`src/rtl/csr_unit_pkg.sv`:
```
// Shared types, CSR addresses, WARL masks and the RMW helper for csr_unit.
package csr_unit_pkg;

  typedef logic [11:0] csr_addr_t;
  typedef logic [31:0] data_t;

  typedef enum logic [1:0] {
    CsrOpIllegal = 2'b00,
    CsrOpRw      = 2'b01,
    CsrOpRs      = 2'b10,
    CsrOpRc      = 2'b11
  } csr_op_e;

  typedef enum logic [0:0] {
    StIdle,
    StResp
  } csr_state_e;

  // User-level CSR addresses
  localparam csr_addr_t CsrUstatus  = 12'h000;
  localparam csr_addr_t CsrFflags   = 12'h001;
  localparam csr_addr_t CsrFrm      = 12'h002;
  localparam csr_addr_t CsrFcsr     = 12'h003;
  localparam csr_addr_t CsrUie      = 12'h004;
  localparam csr_addr_t CsrUtvec    = 12'h005;
  localparam csr_addr_t CsrUscratch = 12'h040;
  localparam csr_addr_t CsrUepc     = 12'h041;
  localparam csr_addr_t CsrUcause   = 12'h042;
  localparam csr_addr_t CsrUtval    = 12'h043;
  localparam csr_addr_t CsrUip      = 12'h044;
  localparam csr_addr_t CsrCycle    = 12'hC00;
  localparam csr_addr_t CsrTime     = 12'hC01;
  localparam csr_addr_t CsrInstret  = 12'hC02;
  localparam csr_addr_t CsrCycleh   = 12'hC80;
  localparam csr_addr_t CsrTimeh    = 12'hC81;
  localparam csr_addr_t CsrInstreth = 12'hC82;

  // Writable-bit masks
  localparam data_t UstatusMask = 32'h0000_0011;
  localparam data_t UieUipMask  = 32'h0000_0111;
  localparam data_t UtvecMask   = 32'hFFFF_FFFD;
  localparam data_t UepcMask    = 32'hFFFF_FFFE;
  localparam data_t FcsrMask    = 32'h0000_00FF;

  // Bit positions
  localparam int unsigned UstatusUieBit  = 0;
  localparam int unsigned UstatusUpieBit = 4;
  localparam int unsigned FcsrFflagsMsb  = 4;
  localparam int unsigned FcsrFrmLsb     = 5;
  localparam int unsigned FcsrFrmMsb     = 7;

  // Read-modify-write result for a CSR instruction
  function automatic data_t csr_new_value(csr_op_e op, data_t old_val, data_t wdata);
    data_t res;
    unique case (op)
      CsrOpRw: res = wdata;
      CsrOpRs: res = old_val | wdata;
      CsrOpRc: res = old_val & ~wdata;
      default: res = old_val;
    endcase
    return res;
  endfunction

endpackage

```
`src/rtl/csr_counter64.sv`:
```
// Free-running 64-bit event counter; wraps to zero after all-ones.
module csr_counter64 (
  input  logic        i_clock,
  input  logic        i_reset,
  input  logic        i_inc,
  output logic [63:0] o_count
);

  logic [63:0] count_q;

  // Count one per cycle while i_inc is high
  always_ff @(posedge i_clock or posedge i_reset) begin
    if (i_reset) begin
      count_q <= '0;
    end else if (i_inc) begin
      count_q <= count_q + 64'd1;
    end
  end

  assign o_count = count_q;

endmodule

```
`src/rtl/csr_unit.sv`:
```
// User-level CSR responder: RW/RS/RC accesses answered one cycle after accept,
// U-mode trap CSRs, FP control CSRs and the cycle/time/instret counters.
module csr_unit
  import csr_unit_pkg::*;
#(
  parameter logic [31:0] RESET_UTVEC = 32'h0000_0000,
  parameter bit          HAS_FP      = 1'b1
) (
  input  logic        i_clock,
  input  logic        i_reset,
  input  logic        i_req,
  input  logic [1:0]  i_op,
  input  logic [11:0] i_addr,
  input  logic [31:0] i_wdata,
  input  logic        i_wen,
  output logic        o_ready,
  output logic        o_ack,
  output logic [31:0] o_rdata,
  output logic        o_illegal,
  input  logic        i_instRetired,
  input  logic        i_tick,
  input  logic        i_trap,
  input  logic [31:0] i_trapCause,
  input  logic [31:0] i_trapEpc,
  input  logic [31:0] i_trapTval,
  output logic [31:0] o_utvec,
  output logic [31:0] o_uepc,
  output logic        o_uie
);

  csr_state_e state_q;
  logic       ready_q, ack_q, illegal_q;
  data_t      rdata_q;

  logic       status_uie_q, status_upie_q;
  data_t      uie_csr_q, uip_csr_q, utvec_q, uscratch_q, uepc_q, ucause_q, utval_q;
  logic [4:0] fflags_q;
  logic [2:0] frm_q;

  logic [63:0] cycle_cnt, time_cnt, instret_cnt;

  csr_op_e op;
  data_t   rd_val, new_val;
  logic    known, is_counter, is_fp, illegal, accept, wr_en;

  assign op = csr_op_e'(i_op);

  csr_counter64 u_cycle (
    .i_clock (i_clock),
    .i_reset (i_reset),
    .i_inc   (1'b1),
    .o_count (cycle_cnt)
  );

  csr_counter64 u_time (
    .i_clock (i_clock),
    .i_reset (i_reset),
    .i_inc   (i_tick),
    .o_count (time_cnt)
  );

  csr_counter64 u_instret (
    .i_clock (i_clock),
    .i_reset (i_reset),
    .i_inc   (i_instRetired),
    .o_count (instret_cnt)
  );

  // Address decode: current value and class of the addressed CSR
  always_comb begin
    rd_val     = '0;
    known      = 1'b1;
    is_counter = 1'b0;
    is_fp      = 1'b0;
    case (i_addr)
      CsrUstatus:  rd_val = {27'b0, status_upie_q, 3'b0, status_uie_q};
      CsrUie:      rd_val = uie_csr_q;
      CsrUip:      rd_val = uip_csr_q;
      CsrUtvec:    rd_val = utvec_q;
      CsrUscratch: rd_val = uscratch_q;
      CsrUepc:     rd_val = uepc_q;
      CsrUcause:   rd_val = ucause_q;
      CsrUtval:    rd_val = utval_q;
      CsrFflags:   begin is_fp = 1'b1; rd_val = {27'b0, fflags_q}; end
      CsrFrm:      begin is_fp = 1'b1; rd_val = {29'b0, frm_q}; end
      CsrFcsr:     begin is_fp = 1'b1; rd_val = {24'b0, frm_q, fflags_q}; end
      CsrCycle:    begin is_counter = 1'b1; rd_val = cycle_cnt[31:0]; end
      CsrTime:     begin is_counter = 1'b1; rd_val = time_cnt[31:0]; end
      CsrInstret:  begin is_counter = 1'b1; rd_val = instret_cnt[31:0]; end
      CsrCycleh:   begin is_counter = 1'b1; rd_val = cycle_cnt[63:32]; end
      CsrTimeh:    begin is_counter = 1'b1; rd_val = time_cnt[63:32]; end
      CsrInstreth: begin is_counter = 1'b1; rd_val = instret_cnt[63:32]; end
      default:     known = 1'b0;
    endcase
  end

  // Legality, write enable and RMW result
  always_comb begin
    illegal = !known || (op == CsrOpIllegal) || (is_fp && !HAS_FP) || (is_counter && i_wen);
    accept  = i_req && ready_q;
    wr_en   = accept && !illegal && i_wen;
    new_val = csr_new_value(op, rd_val, i_wdata);
  end

  // CSR state; trap updates come last so they override a same-edge write
  always_ff @(posedge i_clock or posedge i_reset) begin
    if (i_reset) begin
      status_uie_q  <= 1'b0;
      status_upie_q <= 1'b0;
      uie_csr_q     <= '0;
      uip_csr_q     <= '0;
      utvec_q       <= RESET_UTVEC & UtvecMask;
      uscratch_q    <= '0;
      uepc_q        <= '0;
      ucause_q      <= '0;
      utval_q       <= '0;
      fflags_q      <= '0;
      frm_q         <= '0;
    end else begin
      if (wr_en) begin
        case (i_addr)
          CsrUstatus: begin
            status_uie_q  <= new_val[UstatusUieBit];
            status_upie_q <= new_val[UstatusUpieBit];
          end
          CsrUie:      uie_csr_q  <= new_val & UieUipMask;
          CsrUip:      uip_csr_q  <= new_val & UieUipMask;
          CsrUtvec:    utvec_q    <= new_val & UtvecMask;
          CsrUscratch: uscratch_q <= new_val;
          CsrUepc:     uepc_q     <= new_val & UepcMask;
          CsrUcause:   ucause_q   <= new_val;
          CsrUtval:    utval_q    <= new_val;
          CsrFflags:   fflags_q   <= new_val[FcsrFflagsMsb:0];
          CsrFrm:      frm_q      <= new_val[2:0];
          CsrFcsr: begin
            fflags_q <= new_val[FcsrFflagsMsb:0];
            frm_q    <= new_val[FcsrFrmMsb:FcsrFrmLsb];
          end
          default: ;
        endcase
      end
      if (i_trap) begin
        uepc_q        <= i_trapEpc & UepcMask;
        ucause_q      <= i_trapCause;
        utval_q       <= i_trapTval;
        status_upie_q <= status_uie_q;
        status_uie_q  <= 1'b0;
      end
    end
  end

  // Request/response FSM with registered handshake and data outputs
  always_ff @(posedge i_clock or posedge i_reset) begin
    if (i_reset) begin
      state_q   <= StIdle;
      ready_q   <= 1'b1;
      ack_q     <= 1'b0;
      rdata_q   <= '0;
      illegal_q <= 1'b0;
    end else begin
      case (state_q)
        StIdle: begin
          if (accept) begin
            state_q   <= StResp;
            ready_q   <= 1'b0;
            ack_q     <= 1'b1;
            rdata_q   <= illegal ? '0 : rd_val;
            illegal_q <= illegal;
          end
        end
        StResp: begin
          state_q <= StIdle;
          ready_q <= 1'b1;
          ack_q   <= 1'b0;
        end
        default: begin
          state_q <= StIdle;
          ready_q <= 1'b1;
          ack_q   <= 1'b0;
        end
      endcase
    end
  end

  assign o_ready   = ready_q;
  assign o_ack     = ack_q;
  assign o_rdata   = rdata_q;
  assign o_illegal = illegal_q;
  assign o_utvec   = utvec_q;
  assign o_uepc    = uepc_q;
  assign o_uie     = status_uie_q;

endmodule
```
`config.mk`:
```
export PLATFORM = sky130hd
export DESIGN_NAME = csr_unit
export DESIGN_NICKNAME = d
export VERILOG_FILES = /design/src/rtl/csr_unit_pkg.sv /design/src/rtl/csr_counter64.sv /design/src/rtl/csr_unit.sv
export SDC_FILE = /design/constraint.sdc
export NUM_CORES = 1
export LEC_CHECK = 0
export ABC_AREA = 1
export ABC_CLOCK_PERIOD_IN_PS = 11660
export BUFFER_PORTS_ARGS = -buffer_cell sky130_fd_sc_hd__buf_2
export CAP_MARGIN = 20
export CORE_ASPECT_RATIO = 0.6
export CORE_UTILIZATION = 40
export DETAILED_ROUTE_END_ITERATION = 8
export GPL_TIMING_DRIVEN = 1
export PLACE_DENSITY = 0.65
export SETUP_SLACK_MARGIN = 0.15
export SLEW_MARGIN = 20
export SYNTH_ARGS = -nofsm -noshare
export SYNTH_HDL_FRONTEND = slang
export SYNTH_SLANG_ARGS = --single-unit
```
`constraint.sdc`:
```
create_clock -name i_clock -period 11.66 [get_ports i_clock]
set_input_delay 0.583 -clock i_clock [delete_from_list [all_inputs] [get_ports i_clock]]
set_output_delay 0.583 -clock i_clock [all_outputs]
set_load 0.02 [all_outputs]
```
==> flow_metrics.py, run 1 <==
metrics = {
    "synth": {
        "synth_edf_count": 0,
        "syn_area_per_cell_um2": 7.228,
        "synthesis.area_um2": 22950,
        "synth.most_common_cell": "nand2_1",
        "synth_flop_cell": "dfrtp_1",
        "synth.distinct_cells": 38,
        "synth.area.top_cells": "dfrtp_1 44%, nand2_1 17%, nand3_1 10%",
        "ys_seq_area_share_pct": 43.84,
        "ys_seq_elements": 402,
        "yosys_warnings": 0,
        "synth_top_cell_area_share_pct": 43.73,
        "yosys-top-cells-count": "1030 x nand2_1, 457 x nand3_1, 401 x dfrtp_1",
        "yosysTopAreaCell": "dfrtp_1",
        "async_reset_ff_share_pct": 100.0,
        "syn_inst": 3175,
    },
    "placed_design": {
        "portBuffers": 245,
        "post_dp_cell_area_um2": 24850,
        "place.gp.congestion": 0.9899,
        "hpwl_um": 62860,
    },
    "power": {
        "p_per_area_nw_per_um2": 120.6,
        "power_frac_comb_pct": 8.7,
        "p_switching_uw": 844.1,
        "vdd_drop_max_v": 0.00009121,
        "power_frac_seq_pct": 48.0,
        "clkPwrFrac_pct": 43.3,
        "switching_share_pct": 26.68,
        "p_leak_uw": 0.01379,
        "p_int_uw": 2320,
    },
    "grt": {
        "first_global_vias": 20483,
        "grt_start_max_net_pins": 88,
        "grt_pass1_wl_um": 125600,
        "antenna_found_initial": 2,
        "grt_usage_pct": 27.94,
        "overflow": 0,
    },
    "drt": {
        "drtAntennaViolNets": 0,
        "remaining_drc_errors": 0,
        "wl_per_cell_um": 19.75,
        "wl_um": 82080,
        "via_count": 22433,
        "drt_iter0_drc": 2722,
        "firstDrtPassIters": 7,
        "viasPerCell": 5.398,
    },
    "sta": {
        "fin_crit_sh_pct": 32.56,
        "final.min_clock_period_ps": 3797,
        "finalHoldViolations": 0,
        "tightestPinTransition_ps": 976.8,
        "finClkSkew_ps": 18.38,
        "slew_violations": 0,
        "fmax_mhz": 263.4,
        "setup_tns_ps": 0,
        "grt_setup_unrepaired": "false",
        "relSlewSlack_pct": 34.28,
        "finalSetupViolCount": 0,
    },
    "floorplan": {
        "die_h_um": 187.5,
        "initial_core_util_pct": 40.80,
        "die-area_um2": 58360,
        "die_x_um": 311.2,
        "fp-row-count": 67,
        "coreArea_um2": 56250,
        "num_io_pins": 249,
    },
    "clock_tree": {
        "path_clk_slew_ps": 70,
        "cts_hold_buffers": 0,
        "tritoncts": "done",
        "cts-root-buf": "clkbuf_16",
        "cts.sinks": 402,
        "htreeDepth": 2,
        "numCtsBuffers": 41,
        "cts_resized": 0,
        "clock_latency_ps": 560,
        "clk_path_buf_depth": 3,
        "post_cts_buffers": 0,
    },
    "layout": {
        "drive_above_1_share_pct": 11.46,
        "fin_nets": 3519,
        "design_area_um2": 26220,
        "fill_cells": 5743,
        "syn_to_final_growth_pct": 14.27,
    },
    "critical_path": {
        "startpoint_type": "input port",
        "cp.arrival_ps": 4240,
        "rr_worst_depth": 8,
        "r2r-end": "u_cycle.o_count[49]$_DFF_PP0_",
        "crit_type": "input port to flop",
        "critPathMaxFanout": 37,
        "cp.required_ps": 12110,
        "end_kind": "flop",
        "ff2ff_setup_slack_ps": 8370,
        "regToRegStartpoint": "u_cycle.o_count[6]$_DFF_PP0_",
    },
    "flow_run": {
        "drv_cap": 0,
    },
    "min_path": {
        "holdCritPathClass": "input port to async pin",
    },
    "status": {
        "outcome": "completed",
    },
}
[through the flow]
step	util, %	setup slack [ps]	cells	hold WS [ps]	total power [µW]
floorplan	-	5664	3176	423.5	1698
global placement	44.18	7401	4082	443.5	1809
detailed placement	44.18	7400	4082	455.9	1812
CTS	46.58	7976	4153	231.8	3172
global route	46.62	7698	4156	95.85	3274
finish	46.62	7863	4156	63.31	3164
[registers in the layout, summed over array words and instances (netlist names)]
| signal | flops |
|---|---|
| o_uie | 1 |
| fflags_q | 5 |
| utval_q | 32 |
| uip_csr_q | 3 |
| uie_csr_q | 3 |
| status_upie_q | 1 |
| u_instret.o_count | 64 |
| frm_q | 3 |
| o_rdata | 32 |
| ucause_q | 32 |
| o_ready | 1 |
| o_illegal | 1 |
| o_utvec | 31 |
| state_q | 1 |
| u_cycle.o_count | 64 |
| o_uepc | 31 |
| o_ack | 1 |
| uscratch_q | 32 |
| u_time.o_count | 64 |
[layout by cell type (no fill, tap or decap), types with 8 or more instances in the layout]
cell type / count
nor2_2: 19
inv_1: 255
buf_4: 31
clkbuf_1: 9
nand2_1: 1030
a22o_1: 29
nor4_1: 20
o21ai_1: 8
nor3_1: 85
inv_2: 8
nor2_1: 287
clkbuf_16: 41
nand4_1: 58
o21ai_0: 158
buf_2: 245
xnor2_1: 41
dfrtp_1: 401
nand3_1: 457
xor2_1: 146
[power groups by stage]
| stage | logic (µW) | clock network (µW) | registers [µW] |
|---|---|---|---|
| floorplan | 165 | 0 | 1530 |
| detailed placement | 272 | 0 | 1540 |
| global route | 309 | 1440 | 1520 |
| CTS | 273 | 1380 | 1520 |
| global placement | 268 | 0 | 1540 |
| finish | 275 | 1370 | 1520 |
[cells by family (layout without fill, tap and decap cells)]
family,Yosys count,count (layout),share of synthesized area (%)
AO/OA/AOI/OAI,198,198,4.853
adder cells (fa/ha/maj),3,3,0.1636
flip-flops,402,402,43.84
XOR/XNOR,188,188,7.175
AND/OR/NAND/NOR,1990,1990,37.20
buffers and inverters,393,612,6.755
other,1,4,0.01634
[per-layer routing]
metal,GRT usage (%),wire length (µm)
met5,0,0
met3,9.312,10430
met2,36.02,30900
met4,6.631,1878
met1,43.70,38870
[critical path: stages]
cell and delay, ps:
buf_2 130, nor2_2 200, nand2_1 170, inv_2 510, nand2_1 460, nand3_1 210
nor2_1 90, nand2_4 120, nand4_2 390, nand2_2 660, inv_2 430, nand2_1 180
nand2_1 60
[how the worst max path moves through the flow]
stage,startpoint,endpoint,slack [ps],depth (start not counted)
floorplan,i_reset,fflags_q[0]$_DFFE_PP0P_,5660,1
global placement,i_addr[2],utval_q[25]$_DFFE_PP0P_,7400,13
detailed placement,i_addr[2],utval_q[22]$_DFFE_PP0P_,7400,13
CTS,i_addr[2],utval_q[15]$_DFFE_PP0P_,7980,13
global route,i_addr[2],utval_q[26]$_DFFE_PP0P_,7700,13
finish,i_addr[2],utval_q[18]$_DFFE_PP0P_,7860,13
[final cells by class]
cell class	instances	area, µm²	share of cell area, %
Antenna cell	2	5.005	0.01908
Clock buffer	57	1156	4.409
Clock inverter	14	191.4	0.7300
Inverter	264	994.7	3.793
Multi-Input combinational cell	2381	11390	43.42
Sequential cell	402	10060	38.37
Tap cell	759	949.7	3.621
Timing Repair Buffer	277	1479	5.640
(Power assumes the default switching activity.)
==> run 2: changes to the inputs <==
ABC_CLOCK_PERIOD_IN_PS = 3630   (was 11660)
PLACE_DENSITY = 0.63   (was 0.65)
clock period = 3.63 ns   (was 11.66 ns; I/O delays follow)
==> run 2 against run 1 <==
Against the previous run:
- via count up 2.5%
- routed wire length up 4.3%
- die area unchanged
- critical path depth shrank 2
- register-to-register slack worse by 7800 ps
- combinational power rose to 3.6 times the previous value
- count of clock-buffer cells in the layout grew 5
- design area is 5.0% higher
- clock power rose to 3.2 times the previous value
- worst hold slack got worse by 45 ps
- sequential cell count stayed put
- power rose to 3.3 times the previous value
==> flow_metrics.py, run 2 (same netlist as run 1, synthesis figures left out) <==
metrics = {
    "status": {
        "outcome": "completed",
    },
    "drt": {
        "drt_iter0_drc": 2870,
        "wl_um": 85620,
        "via_count": 22998,
        "wl_per_cell_um": 20.00,
        "drtAntennaViolNets": 0,
        "firstDrtPassIters": 5,
        "remaining_drc_errors": 0,
        "viasPerCell": 5.373,
    },
    "clock_tree": {
        "post_cts_buffers": 0,
        "clock_latency_ps": 570,
        "numCtsBuffers": 40,
        "htreeDepth": 2,
        "cts-root-buf": "clkbuf_16",
        "tritoncts": "done",
        "path_clk_slew_ps": 60,
        "cts.sinks": 402,
        "clk_path_buf_depth": 3,
    },
    "grt": {
        "grt_usage_pct": 29.24,
        "first_global_vias": 21183,
        "grt_pass1_wl_um": 131400,
        "overflow": 0,
        "met3_usage_pct": 6.967,
        "grt_start_max_net_pins": 122,
        "antenna_found_initial": 1,
        "met1_usage_pct": 46.90,
        "grt_use_met2_pct": 38.77,
        "busiest_layer": "met1",
    },
    "power": {
        "power_frac_comb_pct": 9.7,
        "p_leak_uw": 0.01436,
        "p_switching_uw": 2740,
        "p_int_uw": 7576,
        "vdd_drop_max_v": 0.0002711,
        "power_frac_seq_pct": 47.2,
        "p_per_area_nw_per_um2": 374.8,
        "switching_share_pct": 26.56,
        "clkPwrFrac_pct": 43.1,
    },
    "layout": {
        "final_util_pct": 48.93,
        "syn_to_final_growth_pct": 19.94,
        "drive_above_1_share_pct": 11.53,
        "layout_common_cells": "1030 x nand2_1, 457 x nand3_1, 401 x dfrtp_1",
        "fin_nets": 3646,
        "layout_commonest_cell": "nand2_1",
    },
    "critical_path": {
        "ff2ff_setup_slack_ps": 600,
        "critPathMaxFanout": 5,
        "cp.required_ps": 4070,
        "crit_type": "flop to flop",
        "end_kind": "flop",
        "startpoint_type": "flop",
        "cp.arrival_ps": 3480,
    },
    "sta": {
        "slew_violations": 0,
        "finClkSkew_ps": 21.36,
        "grt_setup_unrepaired": "false",
        "setup_tns_ps": 0,
        "worst_slack_ps": 595.2,
        "finalSetupViolCount": 0,
        "relSlewSlack_pct": 19.08,
        "tightestPinTransition_ps": 1214,
        "fin_crit_sh_pct": 83.60,
        "fmax_mhz": 329.5,
        "final.min_clock_period_ps": 3035,
        "finalHoldViolations": 0,
    },
    "flow_run": {
        "drv_cap": 0,
    },
    "floorplan": {
        "die_h_um": 187.5,
        "initial_core_util_pct": 40.80,
        "coreArea_um2": 56250,
        "num_io_pins": 249,
        "die_x_um": 311.2,
        "fp-row-count": 67,
        "die-area_um2": 58360,
    },
    "placed_design": {
        "portBuffers": 245,
        "place.gp.congestion": 0.9670,
        "hpwl_um": 65450,
        "pre_cts_ws_ps": 659.2,
    },
    "min_path": {
        "holdCritPathClass": "input port to flop",
    },
}
## run 2: area by class of cell
type,count,area (µm²)
Clock inverter,6,130.1
Antenna cell,1,2.502
Clock buffer,62,1205
Timing Repair Buffer,405,2790
Fill cell,5579,28730
Sequential cell,402,10060
Tap cell,759,949.7
Multi-Input combinational cell,2381,11390
Inverter,264,994.7
## run 2: power by group through the flow
stage / Combinational, µW / Sequential (µW) / Clock (µW)
floorplan: 528 / 4930 / 0
global placement: 880 / 4940 / 0
detailed placement: 892 / 4940 / 0
CTS: 987 / 4860 / 4470
global route: 1120 / 4890 / 4650
finish: 996 / 4870 / 4450
## run 2: metal layers
layer	share of wire [%]	up-vias	wire length (µm)
met1	49	10926	41890
met2	38	1095	32900
met5	0	-	0
li1	-	10872	-
met3	11	105	9121
met4	2.0	0	1708
## run 2: through the flow
stage	cell area [µm²]	std cells	hold slack (ps)	power [µW]
after floorplan	22960	3176	314.5	5455
after global placement	25140	4106	182.5	5824
after detailed placement	25140	4106	185.6	5836
after CTS	27520	4279	1.680	10320
after global routing	27520	4279	37.35	10660
final	27530	4280	18.00	10320
## run 2: worst paths after layout
path | endpoint | from | cells past startpoint
min in group asynchronous | u_time.o_count[29]$_DFFE_PP0P_ | i_reset | 3
min | o_utvec[24]$_DFFE_PP0P_ | i_wdata[24] | 5
max reg2reg | u_cycle.o_count[34]$_DFF_PP0_ | u_cycle.o_count[0]$_DFF_PP0_ | 11
max in group asynchronous | o_uepc[6]$_DFFE_PP0P_ | i_reset | 4
max | u_cycle.o_count[34]$_DFF_PP0_ | u_cycle.o_count[0]$_DFF_PP0_ | 11
min reg2reg | o_ack$_DFFE_PP0P_ | state_q$_DFF_PP0_ | 1
## run 2: what timing repair did
item                                   in CTS  in global routing
resized for setup                           0                  0
endpoints found under the hold margin     166                  0
hold buffers                              105                  0
## run 2: critical path, stage by stage (launching register included)
cell	delay (ps)
dfrtp_1	420
ha_1	210
nand3_1	190
nor2_2	270
nand2_1	170
nor2_2	200
nand2_2	140
nor2_4	280
nand2_1	240
nor3_1	460
nand3_1	160
xnor2_1	160
